## config.mk

```make
export PLATFORM = sky130hd
export DESIGN_NAME = dht11_reader
export DESIGN_NICKNAME = d
export VERILOG_FILES = /design/src/rtl/dht11_pkg.sv /design/src/rtl/dht11_us_tick.sv /design/src/rtl/dht11_reader.sv
export SDC_FILE = /design/constraint.sdc
export NUM_CORES = 1
export LEC_CHECK = 0
export CAP_MARGIN = 0
export CORE_AREA = 3 3 111 91
export CTS_CLUSTER_SIZE = 16
export DETAILED_ROUTE_END_ITERATION = 8
export DIE_AREA = 0 0 114 94
export GPL_TIMING_DRIVEN = 0
export PLACE_DENSITY = 0.73
export SETUP_SLACK_MARGIN = 0.3
export SYNTH_ARGS = -nofsm -noshare
export SYNTH_HDL_FRONTEND = slang
export SYNTH_HIERARCHICAL = 1
export SYNTH_SLANG_ARGS = --single-unit
```

## constraint.sdc

```tcl
create_clock -name clk -period 11.24 [get_ports clk]
set_clock_uncertainty 0.15 [all_clocks]
set_input_delay 1.124 -clock clk [delete_from_list [all_inputs] [get_ports clk]]
set_output_delay 1.124 -clock clk [all_outputs]
set_load 0.05 [all_outputs]
```

## src/rtl/dht11_pkg.sv

```systemverilog
`default_nettype none
// +----------------------------------------------------------------------+
// | dht11_pkg - shared states, error codes and helpers for dht11_reader   |
// | Revision: 1.0                                                         |
// +----------------------------------------------------------------------+
package dht11_pkg;

   typedef enum logic [2:0] {
      S_IDLE      = 3'd0,
      S_START_LOW = 3'd1,
      S_WAIT_RESP = 3'd2,
      S_RESP_LOW  = 3'd3,
      S_RESP_HIGH = 3'd4,
      S_BIT_LOW   = 3'd5,
      S_BIT_HIGH  = 3'd6,
      S_CHECK     = 3'd7
   } dht11_state_t;

   localparam logic [1:0] DHT_ERR_NONE    = 2'd0;
   localparam logic [1:0] DHT_ERR_TIMEOUT = 2'd1;
   localparam logic [1:0] DHT_ERR_CSUM    = 2'd2;

   localparam int DHT_FRAME_BITS = 40;

   // Tens digit of %RH; readings of 100 and above clamp to 9.
   function automatic logic [3:0] hum_tens(input logic [7:0] h);
      logic [7:0] q;
      q = h / 8'd10;
      return (q > 8'd9) ? 4'd9 : q[3:0];
   endfunction

endpackage
`default_nettype wire

```

## src/rtl/dht11_us_tick.sv

```systemverilog
`default_nettype none
// +----------------------------------------------------------------------+
// | dht11_us_tick - divides clk by CLK_HZ/1e6 into a one-cycle us pulse   |
// | Revision: 1.0                                                         |
// +----------------------------------------------------------------------+
module dht11_us_tick #(
   parameter int CLK_HZ = 50_000_000
) (
   input  logic clk,
   input  logic rst,
   output logic tick
);

   localparam int DIV = CLK_HZ / 1_000_000;
   localparam int CW  = (DIV > 1) ? $clog2(DIV) : 1;

   logic [CW-1:0] div_cnt;

   always_ff @(posedge clk) begin
      if (rst) begin
         div_cnt <= '0;
         tick    <= 1'b0;
      end else if (div_cnt == CW'(DIV - 1)) begin
         div_cnt <= '0;
         tick    <= 1'b1;
      end else begin
         div_cnt <= div_cnt + CW'(1);
         tick    <= 1'b0;
      end
   end

endmodule
`default_nettype wire

```

## src/rtl/dht11_reader.sv

```systemverilog
`default_nettype none
// +----------------------------------------------------------------------+
// | dht11_reader - DHT11 single-wire reader; optional DHT11_AUTO_TRIG_EN  |
// | adds a periodic self-trigger. Revision: 1.0                           |
// +----------------------------------------------------------------------+
module dht11_reader
   import dht11_pkg::*;
#(
   parameter int CLK_HZ         = 50_000_000,
   parameter int START_LOW_US   = 18000,
   parameter int TIMEOUT_US     = 200,
   parameter int BIT1_US        = 40,
   parameter int AUTO_PERIOD_MS = 2000
) (
   input  logic       clk,
   input  logic       rst,
   input  logic       start,
   input  logic       dht_in,
   output logic       dht_oe,
   output logic       busy,
   output logic       valid,
   output logic       err,
   output logic [1:0] err_code,
   output logic [7:0] humidity,
   output logic [7:0] temperature,
   output logic [3:0] humidity10
);

   logic tick;

   dht11_us_tick #(.CLK_HZ(CLK_HZ)) u_tick (
      .clk  (clk),
      .rst  (rst),
      .tick (tick)
   );

   // Idle line is high, so the synchronizer resets high to avoid a false edge.
   logic sync1, sync2, sync_prev;
   always_ff @(posedge clk) begin
      if (rst) begin
         sync1     <= 1'b1;
         sync2     <= 1'b1;
         sync_prev <= 1'b1;
      end else begin
         sync1     <= dht_in;
         sync2     <= sync1;
         sync_prev <= sync2;
      end
   end

   logic rise, fall;
   assign rise = sync2 & ~sync_prev;
   assign fall = ~sync2 & sync_prev;

   logic trigger;
`ifdef DHT11_AUTO_TRIG_EN
   logic [9:0]  us_cnt;
   logic [31:0] ms_cnt;
   logic        auto_trig;
   always_ff @(posedge clk) begin
      if (rst) begin
         us_cnt    <= '0;
         ms_cnt    <= '0;
         auto_trig <= 1'b0;
      end else begin
         auto_trig <= 1'b0;
         if (tick) begin
            if (us_cnt == 10'd999) begin
               us_cnt <= '0;
               if (ms_cnt == 32'(AUTO_PERIOD_MS - 1)) begin
                  ms_cnt    <= '0;
                  auto_trig <= 1'b1;
               end else begin
                  ms_cnt <= ms_cnt + 32'd1;
               end
            end else begin
               us_cnt <= us_cnt + 10'd1;
            end
         end
      end
   end
   assign trigger = (start | auto_trig) & ~valid & ~err;
`else
   logic unused_auto_period;
   assign unused_auto_period = (AUTO_PERIOD_MS != 0);
   assign trigger = start & ~valid & ~err;
`endif

   dht11_state_t state, state_nxt;
   logic [15:0]  phase_cnt;
   logic [5:0]   bit_cnt;
   logic [39:0]  shreg;
   logic [7:0]   csum;
   logic         phase_to, accept, shift_en, frame_ok, timeout_fail, csum_fail;

   assign csum     = shreg[39:32] + shreg[31:24] + shreg[23:16] + shreg[15:8];
   assign phase_to = (phase_cnt >= 16'(TIMEOUT_US));
   assign accept   = (state == S_IDLE) & trigger;

   always_ff @(posedge clk) begin
      if (rst) state <= S_IDLE;
      else     state <= state_nxt;
   end

   always_comb begin
      state_nxt    = state;
      shift_en     = 1'b0;
      frame_ok     = 1'b0;
      timeout_fail = 1'b0;
      csum_fail    = 1'b0;
      case (state)
         S_IDLE:      if (trigger) state_nxt = S_START_LOW;
         S_START_LOW: if (phase_cnt >= 16'(START_LOW_US)) state_nxt = S_WAIT_RESP;
         S_WAIT_RESP: if (fall) state_nxt = S_RESP_LOW;
                      else if (phase_to) begin timeout_fail = 1'b1; state_nxt = S_IDLE; end
         S_RESP_LOW:  if (rise) state_nxt = S_RESP_HIGH;
                      else if (phase_to) begin timeout_fail = 1'b1; state_nxt = S_IDLE; end
         S_RESP_HIGH: if (fall) state_nxt = S_BIT_LOW;
                      else if (phase_to) begin timeout_fail = 1'b1; state_nxt = S_IDLE; end
         S_BIT_LOW:   if (rise) state_nxt = S_BIT_HIGH;
                      else if (phase_to) begin timeout_fail = 1'b1; state_nxt = S_IDLE; end
         S_BIT_HIGH: begin
            if (fall) begin
               shift_en  = 1'b1;
               state_nxt = (bit_cnt == 6'(DHT_FRAME_BITS - 1)) ? S_CHECK : S_BIT_LOW;
            end else if (phase_to) begin
               timeout_fail = 1'b1;
               state_nxt    = S_IDLE;
            end
         end
         S_CHECK: begin
            if (csum == shreg[7:0]) frame_ok  = 1'b1;
            else                    csum_fail = 1'b1;
            state_nxt = S_IDLE;
         end
         default: state_nxt = S_IDLE;
      endcase
   end

   always_ff @(posedge clk) begin
      if (rst) begin
         phase_cnt   <= '0;
         bit_cnt     <= '0;
         shreg       <= '0;
         valid       <= 1'b0;
         err         <= 1'b0;
         err_code    <= DHT_ERR_NONE;
         humidity    <= '0;
         temperature <= '0;
         humidity10  <= '0;
      end else begin
         valid <= frame_ok;
         err   <= timeout_fail | csum_fail;
         if (state_nxt != state)             phase_cnt <= '0;
         else if (tick && phase_cnt != '1)   phase_cnt <= phase_cnt + 16'd1;
         if (accept) begin
            err_code <= DHT_ERR_NONE;
            bit_cnt  <= '0;
         end
         if (shift_en) begin
            shreg   <= {shreg[38:0], (phase_cnt >= 16'(BIT1_US))};
            bit_cnt <= bit_cnt + 6'd1;
         end
         if (timeout_fail) err_code <= DHT_ERR_TIMEOUT;
         if (csum_fail)    err_code <= DHT_ERR_CSUM;
         if (frame_ok) begin
            humidity    <= shreg[39:32];
            temperature <= shreg[23:16];
            humidity10  <= hum_tens(shreg[39:32]);
         end
      end
   end

   assign dht_oe = (state == S_START_LOW);
   assign busy   = (state != S_IDLE);

endmodule
`default_nettype wire
```

# [Yosys cells after proc, flatten, opt, wreduce, memory -nomap -nowiden]
# Index checks and enable logic that the tools add are counted.
[word_totals] reg_bits=99 output_inout_bits=26 wordCells=87
[classes] n_addsub=6 div_mod_pow=1 order_cmp=4 n_eq_ne=12 n_mux=27 bitwise_logic=10 reduce_logical=11
[ops] cell="$add 8x8->8" count=3
[ops] cell="$mux 3" count=8
[ops] cell="$pmux 3 s8" count=1
[ops] cell="$add 16x1->16 const B" count=1
[ops] cell="$ge 16x15->1 const B" count=1
[ops] cell="$ge 16x6->1 const B" count=1
[ops] cell="$ge 16x8->1 const B" count=1
[ops] cell="$ne 16x16->1 const B" count=1
[ops] cell="$add 6x1->6 const B" count=2
[ops] cell="$eq 3x3->1 const B" count=4
[ops] cell="$eq 6x6->1 const B" count=2
[ops] cell="$mux 6" count=2
[ops] cell="$mux 1" count=10
[ops] cell="$div 8x4->8 const B" count=1
[ops] cell="$eq 8x8->1" count=1
[ops] cell="$gt 8x4->1 const B" count=1
[ops] cell="$mux 2" count=4
[ops] cell="$reduce_or 2->1" count=4
[ops] cell="$eq 3x2->1 const B" count=2
[ops] cell="$reduce_bool 3->1" count=2
[ops] cell="$and 1x1->1" count=5
[ops] cell="$mux 4" count=1
[ops] cell="$not 1->1" count=4
[ops] cell="$reduce_bool 2->1" count=2
[ops] cell="7 further kinds" count=7

# [Logic depth before layout (Yosys ltp)]
# Gate-level depths: netlist of the first run.
[logic_depth] ltp_word=7 ltp_mapped=14 ltp_nobuf=12

# [Modules after synthesis]
# Netlist of the first run, hierarchy kept.
[by_module_without_submodules] mod="dht11_reader" n_inst=1 cells_per_inst=547 area_per_inst_um2=4675.7
[by_module_without_submodules] mod="dht11_us_tick" n_inst=1 cells_per_inst=27 area_per_inst_um2=274.0

# [Worst setup path after synthesis of the first run]
# OpenSTA, ideal clock, no wires.
[synth_timing] path_type="register to register" start="reg shreg[9]" end="reg humidity10[2]" t_arrival_ns=3.291 path_slack_ns=7.671 stages_incl_launch_ff=15 n_path_buf=2 path_cell_list="dfxtp_1 fa_1 fa_1 ha_1 inv_1 fa_1 nand2b_1 a21oi_1 a31oi_1 xnor2_1 and4_4 buf_12 buf_12 mux2i_1 nor2_1"
[synth_between] elab_chain_len=4
[synth_lines] element="from (decl)" line_no="dht11_reader.sv:92" source="logic [39:0] shreg;"
[synth_lines] element="from (signal assigned)" line_no="dht11_reader.sv:161" source="shreg <= {shreg[38:0], (phase_cnt >= 16'(BIT1_US))};"
[synth_lines] element="$add 8x8->8" line_no="dht11_reader.sv:96" source="assign csum = shreg[39:32] + shreg[31:24] + shreg[23:16] + shreg[15:8];"
[synth_lines] element="$eq 8x8->1" line_no="dht11_reader.sv:132" source="if (csum == shreg[7:0]) frame_ok = 1'b1;"
[synth_lines] element="$mux 1" line_no="dht11_reader.sv:132"
[synth_lines] element="$mux 1" line_no="dht11_reader.sv:111" source="case (state)"
[synth_lines] element="to (signal assigned)" line_no="dht11_reader.sv:169" source="humidity10 <= hum_tens(shreg[39:32]);"
[synth_lines] element="to (decl)" line_no="dht11_reader.sv:26" source="output logic [3:0] humidity10"
# No other way between the ends.
# A chain may end at the register's enable or synchronous reset.

# [Worst setup path after layout of the first run]
[layout_timing] start="reg shreg[17]" end="reg temperature[1]"
[layout_between] elab_chain_len=5
[layout_lines] element="$add 8x8->8 (2 in a row)" line_no="dht11_reader.sv:96"
[layout_lines] element="$eq 8x8->1" line_no="dht11_reader.sv:132"
[layout_lines] element="$mux 1" line_no="dht11_reader.sv:132"
[layout_lines] element="$mux 1" line_no="dht11_reader.sv:111"
[layout_lines] element="to (signal assigned)" line_no="dht11_reader.sv:168" source="temperature <= shreg[23:16];"
[layout_lines] element="to (decl)" line_no="dht11_reader.sv:25" source="output logic [7:0] temperature,"
# Several ways; a longest one is shown, not always the timed one.

==> results of run 1 <==
## area by class of cell
type                            count  area (sq um)
Multi-Input combinational cell    434          2760
Fill cell                         785          3400
Clock buffer                       12           246
Tap cell                          115           144
Inverter                           11          41.3
Clock inverter                      4          50.0
Sequential cell                    99          1980
Timing Repair Buffer               29           290
Buffer                             30           165
## flip-flops by register name, indices dropped and copies added, names as in the netlist
| name | flops |
|---|---|
| sync2 | 1 |
| sync_prev | 1 |
| err | 1 |
| err_code | 2 |
| state | 3 |
| phase_cnt | 16 |
| humidity | 8 |
| u_tick/tick | 1 |
| shreg | 40 |
| temperature | 8 |
| bit_cnt | 6 |
| u_tick/div_cnt | 6 |
| humidity10 | 4 |
| sync1 | 1 |
| valid | 1 |
## cell families (layout without fill, tap and decap cells)
logic type | after synthesis | in the layout | synth area share [%]
xor gates and xnor gates | 40 | 40 | 7.38
AOI/OAI and AO/OA | 101 | 101 | 12.4
buffers and inverters | 41 | 86 | 4.17
and+or+nand+nor | 247 | 247 | 23.3
DFF | 99 | 99 | 40.0
muxes | 20 | 20 | 4.07
adders and majority gates | 26 | 26 | 8.70
## per-layer routing
metal	GRT usage [%]	routed length, microns	up-vias
li1	-	-	2017
met1	29.7	5420	1917
met2	31.9	4760	98
met3	5.41	541	14
met4	5.64	119	0
met5	0	0	-
## stage by stage
stage | hold slack [ns] | setup WS (ns) | instances
after floorplan | 0.239 | 7.67 | 574
after global placement | 0.255 | 7.37 | 718
after detailed placement | 0.270 | 7.29 | 718
after CTS | 0.290 | 7.28 | 734
after global routing | 0.309 | 7.05 | 734
final | 0.281 | 7.29 | 734
## worst max path at each step
stage / startpoint / depth (start not counted) / slack (ns) / to
after floorplan: shreg[9]$_SDFFE_PP0P_ / 14 / 7.67 / humidity10[2]$_SDFFE_PP0P_
after global placement: shreg[17]$_SDFFE_PP0P_ / 14 / 7.37 / temperature[0]$_SDFFE_PP0P_
after detailed placement: shreg[17]$_SDFFE_PP0P_ / 14 / 7.29 / humidity10[2]$_SDFFE_PP0P_
after CTS: shreg[17]$_SDFFE_PP0P_ / 14 / 7.28 / temperature[1]$_SDFFE_PP0P_
after global routing: shreg[17]$_SDFFE_PP0P_ / 14 / 7.05 / temperature[1]$_SDFFE_PP0P_
final: shreg[17]$_SDFFE_PP0P_ / 14 / 7.29 / temperature[1]$_SDFFE_PP0P_
## report_power, final
| group | internal (uW) | switching [uW] | total (uW) |
|---|---|---|---|
| clock network | 178 | 132 | 310 |
| registers | 352 | 1.32 | 354 |
| logic | 6.87 | 16.0 | 22.8 |
## placed cells by master (no fill, tap or decap), types with 3 or more instances in the layout
master and n:
mux2i_1 19, inv_1 11, clkbuf_16 9, nor3_2 3, nand4_1 12, a21oi_1 56
xor2_1 15, xnor2_1 23, nor2_1 77, clkbuf_1 24, nand3_1 15, a21o_1 3
nor3_1 10, o21ai_0 12, clkdlybuf4s50_1 29, or2_2 3, a31oi_1 4, a211oi_1 6
and3_1 4, fa_1 14, dfxtp_1 99, o21a_1 3, ha_1 12, buf_2 4
nor2b_1 4, nand2_1 95, nand2b_1 8
==> impl_metrics.env, run 1 <==
export IMPL_status="finished clean"
export IMPL_drtPass1Iterations=5
export IMPL_worst_r2r_cell_count=14
export IMPL_synth_edf_count=0
export IMPL_critPathKind="flop to flop"
export IMPL_root_buffer="clkbuf_16"
export IMPL_yosys_cell_types_count=56
export IMPL_drc=0
export IMPL_place_area_sq_um=5380
export IMPL_maxSlewViolCount=0
export IMPL_grt_usage_pct=21.0
export IMPL_grt_overflow=0
export IMPL_clock_latency_ns=0.35
export IMPL_cts_buffers=9
export IMPL_finalWirelength_mm=10.8
export IMPL_die_w_microns=114
export IMPL_final_area_sq_um=5680
export IMPL_required_ns=11.30
export IMPL_slew_headroom_pct=53.0
export IMPL_htreeDepth=3
export IMPL_synth_ff_type="dfxtp_1"
export IMPL_antenna_found_initial=0
export IMPL_gp_congestion=0.928
export IMPL_syn_area_sq_um=4950
export IMPL_ioPinCount=30
export IMPL_tns_ns=0
export IMPL_die_y_microns=94
export IMPL_cts_tree="yes"
export IMPL_path_cells="fa_1 -> fa_1 -> ha_1 -> inv_1 -> fa_1 -> nand2b_1 -> a21oi_1 -> a31oi_1 -> xnor2_1 -> and4_4 -> buf_12 -> buf_12 -> mux2i_1 -> nor2_1"
export IMPL_hold_viol=0
export IMPL_final_util_pct=62.6
export IMPL_synth_top_area_cell="dfxtp_1"
export IMPL_drive_gt1_share_pct=6.79
export IMPL_synthTopCellsByArea="dfxtp_1, nand2_1, nor2_1"
export IMPL_setup_violations=0
export IMPL_ant_nets=0
export IMPL_fp_coreArea_sq_um=9080
export IMPL_grt_pass1_vias=3788
export IMPL_syn_avg_cell_area_sq_um=8.62
export IMPL_hold_depth=1
export IMPL_fin_nets=644
export IMPL_cts_sinks=99
export IMPL_fin_crit_ns=3.95
export IMPL_syn_instance_count=574
export IMPL_p_per_area_nw_per_um2=121
export IMPL_yosysSeqAreaShare_pct=40.0
export IMPL_period_share_pct=35.2
export IMPL_cts_hold_buf=0
export IMPL_rows=31
export IMPL_crit_path_end_kind="flop"
export IMPL_synth_async_reset_ratio_pct=0
export IMPL_leakagePower_uw=0.00203
export IMPL_max_stage_delay_ns=0.53
export IMPL_reg2reg_to="temperature[1]$_SDFFE_PP0P_"
export IMPL_clockBufferDepth=2
export IMPL_regToRegSetupSlack_ns=7.29
export IMPL_die_area_sq_um=10700
export IMPL_grt_pass1_wl_mm=17.9
export IMPL_power_uw=686
export IMPL_clock_fmax_ghz=0.253
export IMPL_diodes=0
export IMPL_critPathLaunchType="flop"
export IMPL_min_path_type="flop to flop"
export IMPL_synthMostInstantiatedCell="dfxtp_1"
export IMPL_path_delay_family="adder cells"
export IMPL_rsz0062_at_grt="false"
export IMPL_port_buffers=29
export IMPL_dp_hpwl_mm=7.94
export IMPL_worstHoldEndpoint="sync2$_SDFF_PP1_"
export IMPL_synth_commonest_cells="dfxtp_1, nand2_1, nor2_1"
export IMPL_path_max_fanout=10
export IMPL_crit_arrival_ns=4.01
export IMPL_viasPerCell=5.51
export IMPL_cts_resized_gates=0
export IMPL_crit_top_cell="fa_1"
export IMPL_ir_drop_mv=0.118
export IMPL_wl_per_cell_microns=14.8
export IMPL_cts_setup_buffers=0
export IMPL_area_growth_pct=14.8
export IMPL_worst_pin_slew_ns=0.704
export IMPL_dr_total_vias=4046
export IMPL_grt_max_degree=16
export IMPL_syn_num_nets=604
export IMPL_min_from="sync1$_SDFF_PP1_"
export IMPL_clk_pin_slew_ns=0.07
export IMPL_drt_iter0_drc=250
export IMPL_ys_ff_latch=99
export IMPL_maxCapViolations=0
export IMPL_r2r_start="shreg[17]$_SDFFE_PP0P_"
export IMPL_start_util_pct=54.5
export IMPL_yosysWarnings=6
export IMPL_cp_num_buf_inv=3
export IMPL_synth_top_area_share_pct=40.0
export IMPL_cp_slowest_cell="fa_1"
No activity file was read; power rests on OpenSTA's default activity.
==> inputs of run 2 (changes only) <==
- clock period: 11.24 -> 3.73 ns (I/O delays scaled with it)
==> run 2 against run 1 <==
Effect of this change: hold slack worse by 0.012 ns; die area stayed put; count of clock-buffer cells in the layout is 3 lower; worst setup slack worse by 7.3 ns; wire length is 0.96% higher; flip-flop and latch count stayed put; maximum frequency is 6.7% higher; register-to-register slack worse by 7.3 ns; first-iteration DRC count is 32% higher; total power grew to 3.1 times the previous value; cell area is 3.8% higher; critical endpoint is now temperature[7]$_SDFFE_PP0P_; largest cell class unchanged; largest power group unchanged.
==> impl_metrics.env, run 2 (synthesized netlist as in run 1, its figures left out) <==
export IMPL_grt_pass1_vias=3791
export IMPL_power_switching_uw=473
export IMPL_maxSlewViolCount=0
export IMPL_crit_arrival_ns=3.77
export IMPL_pwr_share_comb_pct=3.2
export IMPL_fillCellCount=780
export IMPL_drt_iter0_drc=330
export IMPL_status="finished clean"
export IMPL_area_growth_pct=19.1
export IMPL_layout_commonest_cell="nand2_1"
export IMPL_p_per_area_nw_per_um2=365
export IMPL_finalWirelength_mm=10.9
export IMPL_power_uw=2150
export IMPL_antenna_found_initial=0
export IMPL_final_area_sq_um=5890
export IMPL_wl_met3_microns=657
export IMPL_die_w_microns=114
export IMPL_top_regs="shreg (40), phase_cnt (16)"
export IMPL_met1_length_mm=5.36
export IMPL_ant_nets=0
export IMPL_worst_r2r_cell_count=14
export IMPL_diodes=0
export IMPL_start_util_pct=54.5
export IMPL_regArea_sq_um=1990
export IMPL_maxCapViolations=0
export IMPL_multiInputGateArea_sq_um=2840
export IMPL_top_layer="met4"
export IMPL_fin_ws_ns=0.0246
export IMPL_hold_ws_ns=0.269
export IMPL_pwr_share_clk_pct=47.3
export IMPL_path_max_fanout=9
export IMPL_drc=0
export IMPL_cts_sinks=99
export IMPL_pre_cts_ws_ns=0.00307
export IMPL_critPathLaunchType="flop"
export IMPL_critPathKind="flop to flop"
export IMPL_htreeDepth=3
export IMPL_clockBufferDepth=2
export IMPL_rsz0062_at_grt="true"
export IMPL_die_y_microns=94
export IMPL_crit_path_end_kind="flop"
export IMPL_grt_overflow=0
export IMPL_grt_max_degree=18
export IMPL_hold_depth=1
export IMPL_port_buffers=29
export IMPL_slew_headroom_pct=58.5
export IMPL_worst_pin_slew_ns=0.619
export IMPL_ioPinCount=30
export IMPL_rows=31
export IMPL_die_area_sq_um=10700
export IMPL_intPower_uw=1680
export IMPL_fin_nets=655
export IMPL_clk_pin_slew_ns=0.07
export IMPL_largest_register_ffs=40
export IMPL_gp_congestion=0.866
export IMPL_drtPass1Iterations=5
export IMPL_dp_hpwl_mm=7.98
export IMPL_clock_latency_ns=0.35
export IMPL_drive_gt1_share_pct=11.6
export IMPL_ir_drop_mv=0.312
export IMPL_fin_crit_ns=3.71
export IMPL_grt_usage_pct=21.7
export IMPL_cts_buffers=9
export IMPL_grt_pass1_wl_mm=18.4
export IMPL_clock_fmax_ghz=0.270
export IMPL_wl_per_cell_microns=14.7
export IMPL_viasPerCell=5.50
export IMPL_required_ns=3.80
export IMPL_regMostFlops="shreg"
export IMPL_place_area_sq_um=5400
export IMPL_swShare_pct=22.0
export IMPL_leakagePower_uw=0.00215
export IMPL_route_met2_wl_mm=4.78
export IMPL_hold_viol=0
export IMPL_cts_tree="yes"
export IMPL_root_buffer="clkbuf_16"
export IMPL_setup_violations=0
export IMPL_period_share_pct=99.3
export IMPL_final_cell_mix="nand2_1, dfxtp_1, nor2_1"
export IMPL_seq_power_share_pct=49.5
export IMPL_fp_coreArea_sq_um=9080
export IMPL_dr_total_vias=4097
export IMPL_min_path_type="flop to flop"
## run 2: stage by stage
stage | instances | utilization (%) | setup TNS [ns]
2_1_floorplan | 574 | - | 0
3_3_place_gp | 718 | 59.5 | 0
3_5_place_dp | 718 | 59.5 | 0
4_1_cts | 742 | 63.9 | 0
5_1_grt | 745 | 64.9 | -1.29
6_report | 745 | 64.9 | 0
## run 2: power by group through the flow
stage                     logic (uW)  registers, uW  clock network [uW]
after floorplan                 46.7           1090                   0
after global placement          66.1           1090                   0
after detailed placement        68.6           1090                   0
after CTS                       68.8           1070                1030
after global routing            75.3           1070                1080
final                           68.6           1070                1020
## run 2: area by class of cell
class / instances / area share (%)
buffer: 30 / 2.80
multi-input combinational: 434 / 48.2
tap: 115 / 2.44
inverter: 11 / 0.700
clock inverter: 7 / 1.68
sequential: 99 / 33.7
timing repair buffer: 40 / 6.62
clock buffer: 9 / 3.82
## run 2: worst max-delay path, cell delays in order, from the launching register on
cell	delay, ns
dfxtp_2	0.33
fa_1	0.49
fa_1	0.50
ha_2	0.19
inv_2	0.04
fa_2	0.36
nand2b_4	0.17
a21oi_4	0.19
xnor2_1	0.13
nor3_4	0.23
and4_4	0.26
buf_12	0.13
clkbuf_16	0.15
mux2i_1	0.19
nor2_1	0.06
## run 2: repair_timing
action	4_1_cts	5_1_grt
buffers inserted	8	2
gates cloned	0	1
gates resized for setup	4	10
setup endpoints to repair	20	24
pin swaps	6	6
hold buffers	0	0
## run 2: routing by layer
metal	vias to the layer above	global-route usage, %
met2	109	32.5
li1	2046	-
met1	1931	31.1
met4	0	7.42
met5	-	0
met3	11	4.70
## run 2: path summary, 6_finish.rpt
check                         start                          end  slack, ns
max reg2reg  shreg[25]$_SDFFE_PP0P_  temperature[7]$_SDFFE_PP0P_       0.02
min                sync1$_SDFF_PP1_             sync2$_SDFF_PP1_       0.27
min reg2reg        sync1$_SDFF_PP1_             sync2$_SDFF_PP1_       0.27
max          shreg[25]$_SDFFE_PP0P_  temperature[7]$_SDFFE_PP0P_       0.02
